`src/rtl/adder_arbiter.sv`:
```
// adder_arbiter: four requesters share one WIDTH-bit adder through a
// round-robin arbiter and an IDLE -> EXEC -> DONE sequencer.
// Optional feature: define ADDER_ARB_OVF_EN to register two's-complement
// overflow on rsp_ovf; otherwise rsp_ovf is tied low.
module adder_arbiter #(
    parameter int unsigned WIDTH = 32
) (
    input  logic                 clk,
    input  logic                 rst,
    input  logic [3:0]           req,
    input  logic [4*WIDTH-1:0]   op_a,
    input  logic [4*WIDTH-1:0]   op_b,
    input  logic [3:0]           op_cin,
    output logic [3:0]           gnt,
    output logic                 busy,
    output logic                 rsp_valid,
    input  logic                 rsp_ready,
    output logic [1:0]           rsp_id,
    output logic [WIDTH-1:0]     rsp_sum,
    output logic                 rsp_cout,
    output logic                 rsp_ovf
);

    typedef enum logic [1:0] {
        IDLE = 2'd0,
        EXEC = 2'd1,
        DONE = 2'd2
    } state_t;

    state_t             r_state;
    state_t             w_state_next;
    logic [1:0]         r_last_grant;
    logic [WIDTH-1:0]   r_a;
    logic [WIDTH-1:0]   r_b;
    logic               r_cin;
    logic [1:0]         r_rsp_id;
    logic [WIDTH-1:0]   r_rsp_sum;
    logic               r_rsp_cout;
    logic [1:0]         w_winner;
    logic [1:0]         w_cand;
    logic               w_found;
    logic               w_take;
    logic [WIDTH:0]     w_full;
    logic [WIDTH-1:0]   w_sum;
    logic               w_cout;

    // Round-robin search starting just after the last granted requester
    always_comb begin
        w_winner = r_last_grant;
        w_found  = 1'b0;
        w_cand   = '0;
        for (int unsigned i = 1; i <= 4; i++) begin
            w_cand = r_last_grant + 2'(i);
            if (!w_found && req[w_cand]) begin
                w_winner = w_cand;
                w_found  = 1'b1;
            end
        end
    end

    // Next-state logic and combinational grant/status outputs
    always_comb begin
        w_state_next = r_state;
        gnt          = '0;
        w_take       = 1'b0;
        unique case (r_state)
            IDLE: begin
                if (|req) begin
                    gnt          = 4'b0001 << w_winner;
                    w_take       = 1'b1;
                    w_state_next = EXEC;
                end
            end
            EXEC: w_state_next = DONE;
            DONE: if (rsp_ready) w_state_next = IDLE;
            default: w_state_next = IDLE;
        endcase
    end

    assign busy      = (r_state != IDLE);
    assign rsp_valid = (r_state == DONE);

    // The single shared adder, fed only from the latched operands
    assign w_full = {1'b0, r_a} + {1'b0, r_b} + {{WIDTH{1'b0}}, r_cin};
    assign w_sum  = w_full[WIDTH-1:0];
    assign w_cout = w_full[WIDTH];

    // State register, operand capture on grant, result capture in EXEC
    always_ff @(posedge clk) begin
        if (rst) begin
            r_state      <= IDLE;
            r_last_grant <= 2'd3;
            r_a          <= '0;
            r_b          <= '0;
            r_cin        <= 1'b0;
            r_rsp_id     <= '0;
            r_rsp_sum    <= '0;
            r_rsp_cout   <= 1'b0;
        end else begin
            r_state <= w_state_next;
            if (w_take) begin
                r_a          <= op_a[WIDTH*w_winner +: WIDTH];
                r_b          <= op_b[WIDTH*w_winner +: WIDTH];
                r_cin        <= op_cin[w_winner];
                r_last_grant <= w_winner;
            end
            if (r_state == EXEC) begin
                r_rsp_id   <= r_last_grant;
                r_rsp_sum  <= w_sum;
                r_rsp_cout <= w_cout;
            end
        end
    end

    assign rsp_id   = r_rsp_id;
    assign rsp_sum  = r_rsp_sum;
    assign rsp_cout = r_rsp_cout;

`ifdef ADDER_ARB_OVF_EN
    logic r_rsp_ovf;
    logic w_ovf;

    assign w_ovf = (r_a[WIDTH-1] == r_b[WIDTH-1]) && (w_sum[WIDTH-1] != r_a[WIDTH-1]);

    // Signed overflow captured alongside the sum
    always_ff @(posedge clk) begin
        if (rst) begin
            r_rsp_ovf <= 1'b0;
        end else if (r_state == EXEC) begin
            r_rsp_ovf <= w_ovf;
        end
    end

    assign rsp_ovf = r_rsp_ovf;
`else
    assign rsp_ovf = 1'b0;
`endif

endmodule
```
`config.mk`:
```
export PLATFORM = sky130hd
export DESIGN_NAME = adder_arbiter
export DESIGN_NICKNAME = d
export VERILOG_FILES = /design/src/rtl/adder_arbiter.sv
export SDC_FILE = /design/constraint.sdc
export NUM_CORES = 1
export LEC_CHECK = 0
export CORE_MARGIN = 10
export CORE_UTILIZATION = 47
export CTS_CLUSTER_DIAMETER = 60
export CTS_CLUSTER_SIZE = 30
export DETAILED_ROUTE_END_ITERATION = 7
export PLACE_DENSITY = 0.88
export RECOVER_POWER = 25
export SYNTH_ARGS = -nofsm -noshare
export SYNTH_HDL_FRONTEND = slang
export SYNTH_SLANG_ARGS = --single-unit
```
`constraint.sdc`:
```
create_clock -name clk -period 4.6 [get_ports clk]
set_clock_uncertainty 0.15 [all_clocks]
set_input_delay 0.46 -clock clk [delete_from_list [all_inputs] [get_ports clk]]
set_output_delay 0.46 -clock clk [all_outputs]
set_load 0.05 [all_outputs]
```
==> impl_results.md, run 1 <==
- Syn Nets: 1,353
- Area contributors post-synth: dfxtp_1, nand2_1, a21oi_1
- FILL cells: between 1,000 and 1,500
- Initial antenna violation count: 3
- H-tree depth: 3
- Post-CTS Setup Inserts: 0
- Remaining routing DRC violations: 0
- Crit-path max cell delay: 0.84 ns
- Reg2reg start: r_a[0]
- Status: finished with violations
- Buf+Inv Stages, Crit Path: 4
- Max-cap violations: 1
- Number of global-route vias before repair: around 8,100
- Worst Path Required: about 4 ns
- Register area: 2080 um2
- Met3 Use GR: under 10%
- Post-route ant nets: 0
- Syn Area/Cell: 6.75 um2
- WHS Path Cells: 2
- Largest net degree at the start of global routing: slightly below 100
- Simple-Gate Fraction of Synth Area: 31.9%
- Deepest clock path buffer count: 2
- Met1 Use GR: between 30% and 40%
- Worst hold path class: reg2reg
- CP Depth: 7
- Share of cells above drive strength 1: 3.30%
- RSZ-0062 raised after global routing: no
- DR pass1 iterations: 5
- # clock sinks: 104
- Post-synth EDFFs: 0
- Worst Reg-to-Reg Cells: 11
- Yosys top cell by area: dfxtp_1
- Yosys warns: 0
- Final setup vio count: 0
- Clock transition at path regs: around 0.07 ns
- Area Overhead vs Synth: 47.8%
- Cell variety after synth: 51
- Leak: 0.00435 uW
- Global route hottest layer: met2
- Drt total wl: 27,900 um
- Worst ir drop on vdd: 0.000211 V
- CP max FO: 36
- Setup TNS: 0 ns
- Register area share after synthesis: 29.3%
- GR Util met2: 43.5%
- Post-DR vias/cell: 5.63
- Final hold vios: 0
- Syn Inst Count: 1,053
- Die height: 143 um
- Design Power: 3820 uW
- CP top delay family: buffers and inverters
- Worst-Margin Slew: 1.97 ns
- Commonest non-fill, non-tap cell in the layout: nand2_1
- Most frequent cells in the layout: nand2_1, clkdlybuf4s50_1, a21oi_1
- Hold path start: rsp_sum[30]
- Die Area: a little over 20,000 um2
- Initial DRC count: 668
- Die width: 143 um
- WHS: 0.296 ns
- Highest Clock Rate: 292 MHz
- Routed length per placed instance: ~19 um
- Ys flop type: dfxtp_1
- Slew Viols, Final: 98
- Post_cts resized: 0
- Core Area: 14,700 um2
- Largest family of logic cells by synthesized area: simple AND/OR/NAND/NOR gates
- Grt ovf: 0
- Async SR Flop Fraction: 0%
- Crit path from: req[1]
- First-pass GRT wire length: 42,800 um
- Most used cell, CP: clkdlybuf4s50_1
- Gpl congestion: between 0.9 and 1
- Worst setup SP type: input pin
- Tcrit/Tclk final: between 70% and 80%
- Compound-Gate Fraction of Synth Area: 24.5%
- Worst Path Class, Setup: in2out
- Post-DP HPWL: 21,900 um
- Clock buffer count from CTS: 9
- Seq cells post-synth: about 100
- Mapped cell area: 7100 um2
- Multi-input gate area: 4710 um2
- Hold_buf cts: 0
- Slew headroom: -31.3%
- Worst skew pair latency: 0.36 ns
- CTS tree: yes
- Endpoint type of the worst setup path: output port
- Failing checks: max-capacitance violations, max-slew violations
- Via count: 8,375
- Row count: 44
- Nets: 1,597
- PortBufs: 307
- Critical path arrival: 2.81 ns
- Adder-cell share of the synthesized area: 6.02%
- I/O pins: 309
- Starting Density: 48.3%
- Cell Pwr Density: between 300 and 400 nW/um2
- Crit-path cells: clkdlybuf4s50_1 -> inv_1 -> o21ai_0 -> a221oi_4 -> buf_4 -> nor3_1 -> clkdlybuf4s50_1
- Fin crit period: 3.42 ns
- Area fraction of the dominant cell type after synthesis: just under 30%
- Mux cell area share after synthesis: 0%
- Slowest CP cell: clkdlybuf4s50_1
- XOR/XNOR Fraction of Synth Area: 3.21%
- Total GRT Usage: 25.9%
- Root Buffer: clkbuf_16
[final timing paths]
| path | slack [ns] | end |
|---|---|---|
| max | 1.18 | gnt[1] |
| max reg2reg | 1.23 | rsp_sum[20] |
| min reg2reg | 0.30 | rsp_sum[30] |
| min | 0.30 | rsp_sum[30] |
[routing by layer]
metal  vias to the layer above  part of all wire [%]
met5                         -                 0.043
met4                         2                   2.6
met3                        41                   8.6
met2                       333                    48
met1                      3833                    41
li1                       4166                     -
[flip-flops by register name, indices dropped and copies added (netlist names)]
register and flops:
r_a 32, r_b 32, rsp_sum 32, r_last_grant 2
r_state 2, rsp_id 2, r_cin 1, rsp_cout 1
[layout make-up]
| class | count | share of cell area, % |
|---|---|---|
| Inverter | 7 | 0.250 |
| Antenna cell | 2 | 0.0477 |
| Multi-Input combinational cell | 858 | 44.9 |
| Sequential cell | 104 | 19.8 |
| Tap cell | 184 | 2.19 |
| Clock buffer | 9 | 2.14 |
| Clock inverter | 7 | 0.596 |
| Timing Repair Buffer | 317 | 30.1 |
[cells in the mapped netlist (2+ instances only)]
library cell  number
a211oi_1          10
a21oi_1          124
o21ai_1            3
o21ai_0           28
o211ai_1           2
nand3_1            8
buf_2              8
xor2_1             7
a221oi_1           3
a31oi_1            2
buf_1              7
dfxtp_1          104
nor2_1            92
ha_1              31
a21o_1             8
nor3_1            11
nor2b_1            5
xnor2_1           19
fa_1               2
nand2_1          325
nand2b_1           8
o31ai_1            2
a311oi_1          65
clkbuf_1          68
or4_1              2
nand4_1            5
a21o_2             2
and3_1            65
o21a_1             4
inv_1              7
o21bai_1           6
[logic make-up (layout without fill, tap and decap cells)]
logic type	after synthesis	in the layout
compound gates	269	269
xor+xnor	26	26
fa+ha+maj	33	33
buf+inv	91	340
flops	104	104
other cells	1	3
simple gates	529	529
[worst reg2reg max path, delay by kind of cell (launching register included)]
kind,cells,cell delay [ns]
compound gates,7,1.54
fa+ha+maj,2,0.96
flops,1,0.34
xor+xnor,1,0.18
simple gates,1,0.08
[power breakdown]
group / internal [uW] / switching [uW]
sequential: 1050 / 110
combinational: 778 / 1120
clock: 379 / 373
total: 2210 / 1610
[stage by stage]
stage / util (%) / setup slack [ns] / instance area, um2 / instances
floorplan: - / 1.41 / 7100 / 1053
global placement: 69.5 / 0.919 / 10200 / 1470
global route: 71.4 / 0.993 / 10500 / 1488
detailed placement: 69.5 / 0.922 / 10200 / 1470
CTS: 71.4 / 1.18 / 10500 / 1486
finish: 71.4 / 1.18 / 10500 / 1488
(Power assumes the default switching activity.)
==> run 2, diff against run 1 <==
CORE_UTILIZATION = 43   (was 47)
PLACE_DENSITY = 0.82   (was 0.88)
clock period = 3.16 ns   (was 4.6 ns; I/O delays follow)
==> run 2 against run 1 <==
- the flow now finishes without violations
- sequential share of layout area shrank 0.49 points
- combinational power grew 54%
- first-iteration DRC count shrank 6.9%
- count of clock-buffer cells in the layout grew 1
- power grew 50%
- core utilization shrank 4.4 points
- critical path depth grew 5
- critical endpoint is now rsp_sum[30]
==> impl_results.md, run 2 (synthesized netlist as in run 1, its figures left out) <==
- Status: completed (was finished with violations)
- Row count: 46 (was 44)
- RR Endpoint: rsp_sum[30] (was rsp_sum[20])
- Worst Path Class, Setup: reg2reg (was in2out)
- Final hold vios: 0 (unchanged)
- Worst setup SP type: flip-flop (was input pin)
- Total GRT Usage: 24.3% (was 25.9%)
- Die height: 149 um (was 143 um)
- Via count: 8,480 (was 8,375)
- DP Worst Slack: 0.0957 ns (was 0.922 ns)
- Commonest non-fill, non-tap cell in the layout: nand2_1 (unchanged)
- Slew Viols, Final: 0 (was 98)
- Worst skew pair latency: 0.35 ns (was 0.36 ns)
- Die Area: 22,100 um2 (was 20,400 um2)
- Post-DR vias/cell: 5.52 (was 5.63)
- Hold path start: rsp_sum[5] (was rsp_sum[30])
- Starting Density: 44.2% (was 48.3%)
- DR pass1 iterations: 5 (unchanged)
- Setup TNS: 0 ns (unchanged)
- WHS Path Cells: 2 (unchanged)
- Initial DRC count: 622 (was 668)
- First-pass GRT wire length: 43,600 um (was 42,800 um)
- Sequential Power Share: 29.6% (was 30.4%)
- Highest Clock Rate: 337 MHz
- Most frequent cells in the layout: nand2_1, clkdlybuf4s50_1, a21oi_1 (unchanged)
- Tcrit/Tclk final: 93.8%
- I/O pins: 309 (unchanged)
- Fin crit period: ~3 ns
- Slew headroom: 21.2% (was -31.3%)
- Root Buffer: clkbuf_16 (unchanged)
- Worst Path Required: 3.25 ns (was 3.99 ns)
- CTS tree: yes (unchanged)
- Grt ovf: 0 (unchanged)
- # clock sinks: 104 (unchanged)
- Drt total wl: 28,900 um (was 27,900 um)
- CP max FO: 3 (was 36)
- Crit path from: r_a[0] (was req[1])
- Cell Pwr Density: 530 nW/um2 (was 363 nW/um2)
- Int Pwr: 3320 uW (was 2210 uW)
- Gpl congestion: 0.911 (was 0.917)
- Number of global-route vias before repair: 8,084 (was 8,094)
- Core Area: 16,100 um2 (was 14,700 um2)
- Critical path arrival: 3.05 ns (was 2.81 ns)
- Sw Ratio: 41.8% (was 42.1%)
- Nets: 1,613 (was 1,597)
- Worst hold path class: reg2reg (unchanged)
- Net Switching: 2390 uW (was 1610 uW)
- Worst R2R Setup Slack: 0.20 ns (was 1.23 ns)
- Setup slack after layout: 0.196 ns (was 1.18 ns)
- RSZ-0062 raised after global routing: no (unchanged)
- H-tree depth: 3 (unchanged)
- Largest net degree at the start of global routing: 68 (was 98)
- Routed length per placed instance: 18.8 um (about the same)
- Final setup vio count: 0 (unchanged)
- PortBufs: 307 (unchanged)
- Endpoint type of the worst setup path: flip-flop (was output port)
- Reg2reg start: r_a[0] (unchanged)
- Post-route ant nets: 0 (unchanged)
- Worst-Margin Slew: 1.18 ns (was 1.97 ns)
- Post-DP HPWL: 22,600 um (was 21,900 um)
- Worst ir drop on vdd: 0.000276 V (was 0.000211 V)
- Endpoint, Worst Hold: rsp_sum[5] (was rsp_sum[30])
- Clock buffer count from CTS: 9 (unchanged)
- Max-cap violations: 0 (was 1)
- Area Overhead vs Synth: 51.6% (was 47.8%)
- Share of cells above drive strength 1: 5.08% (was 3.30%)
- Deepest clock path buffer count: 2 (unchanged)
- Leak: 0.00446 uW (was 0.00435 uW)
- Die width: 149 um (was 143 um)
- Clock network fraction of design power: 19.1% (was 19.7%)
- Worst Reg-to-Reg Cells: 12 (was 11)
- Initial antenna violation count: 2 (was 3)
- Combinational share of power: 51.2% (was 49.9%)
- Remaining routing DRC violations: 0 (unchanged)
- Clock transition at path regs: 0.08 ns (was 0.07 ns)
- Design Power: 5710 uW (was 3820 uW)
run 2: changes by cell type in the layout (fill, tap and decap cells not counted), sizes merged:
cell | before | now
clkinv | 2 | 3
inv | 11 | 9
clkdlybuf4s50 | 278 | 275
buf | 10 | 29
dlygate4sd3 | 28 | 27
clkbuf | 10 | 12
run 2: worst max-delay path by stage:
stage	slack [ns]	cells after the start	endpoint
after global placement	0.16	11	rsp_sum[20]
after detailed placement	0.1	11	rsp_sum[20]
final	0.20	12	rsp_sum[30]
after global routing	0.02	12	rsp_sum[30]
after floorplan	0.18	6	gnt[0]
after CTS	0.07	11	rsp_sum[20]
run 2: layout make-up:
class | instances | area [um2]
Inverter | 7 | 26.3
Tap cell | 216 | 270
Sequential cell | 104 | 2080
Clock buffer | 10 | 239
Timing Repair Buffer | 333 | 3360
Multi-Input combinational cell | 858 | 4730
Fill cell | 1383 | 5290
Antenna cell | 2 | 5.00
Clock inverter | 6 | 51.3
run 2: critical path, cell delays in order, from the launching register on:
cell,delay [ns]
dfxtp_1,0.34
fa_2,0.42
fa_2,0.38
a211oi_2,0.26
o21bai_1,0.14
a21oi_2,0.23
buf_4,0.15
or3_4,0.13
nand3_4,0.08
a211oi_2,0.26
o31ai_2,0.11
xnor2_1,0.14
o21ai_1,0.07
run 2: through the flow:
| step | instances | hold slack, ns | utilization (%) | instance area [um2] |
|---|---|---|---|---|
| after floorplan | 1053 | 0.311 | - | 7100 |
| after global placement | 1517 | 0.287 | 65.1 | 10500 |
| after detailed placement | 1517 | 0.296 | 65.1 | 10500 |
| after CTS | 1533 | 0.307 | 66.9 | 10700 |
| after global routing | 1535 | 0.318 | 67.0 | 10800 |
| final | 1536 | 0.300 | 67.0 | 10800 |
run 2: layer usage:
metal	vias to the layer above	GRT usage, %	part of all wire, %
met5	-	0	0
met1	3920	31.1	43
met2	331	39.8	46
li1	4200	-	-
met4	0	5.60	1.7
met3	29	6.40	8.8
run 2: power groups by stage:
| stage | sequential, uW | clock, uW | combinational, uW |
|---|---|---|---|
| floorplan | 1850 | 0 | 1660 |
| global placement | 1710 | 0 | 2870 |
| detailed placement | 1720 | 0 | 2900 |
| CTS | 1690 | 1100 | 2910 |
| global route | 1710 | 1140 | 3180 |
| finish | 1690 | 1090 | 2920 |
run 2: what timing repair did:
item,4_1_cts,5_1_grt
buffers inserted,0,1
gates resized for setup,0,7
setup endpoints to repair,0,8
hold buffers,0,0
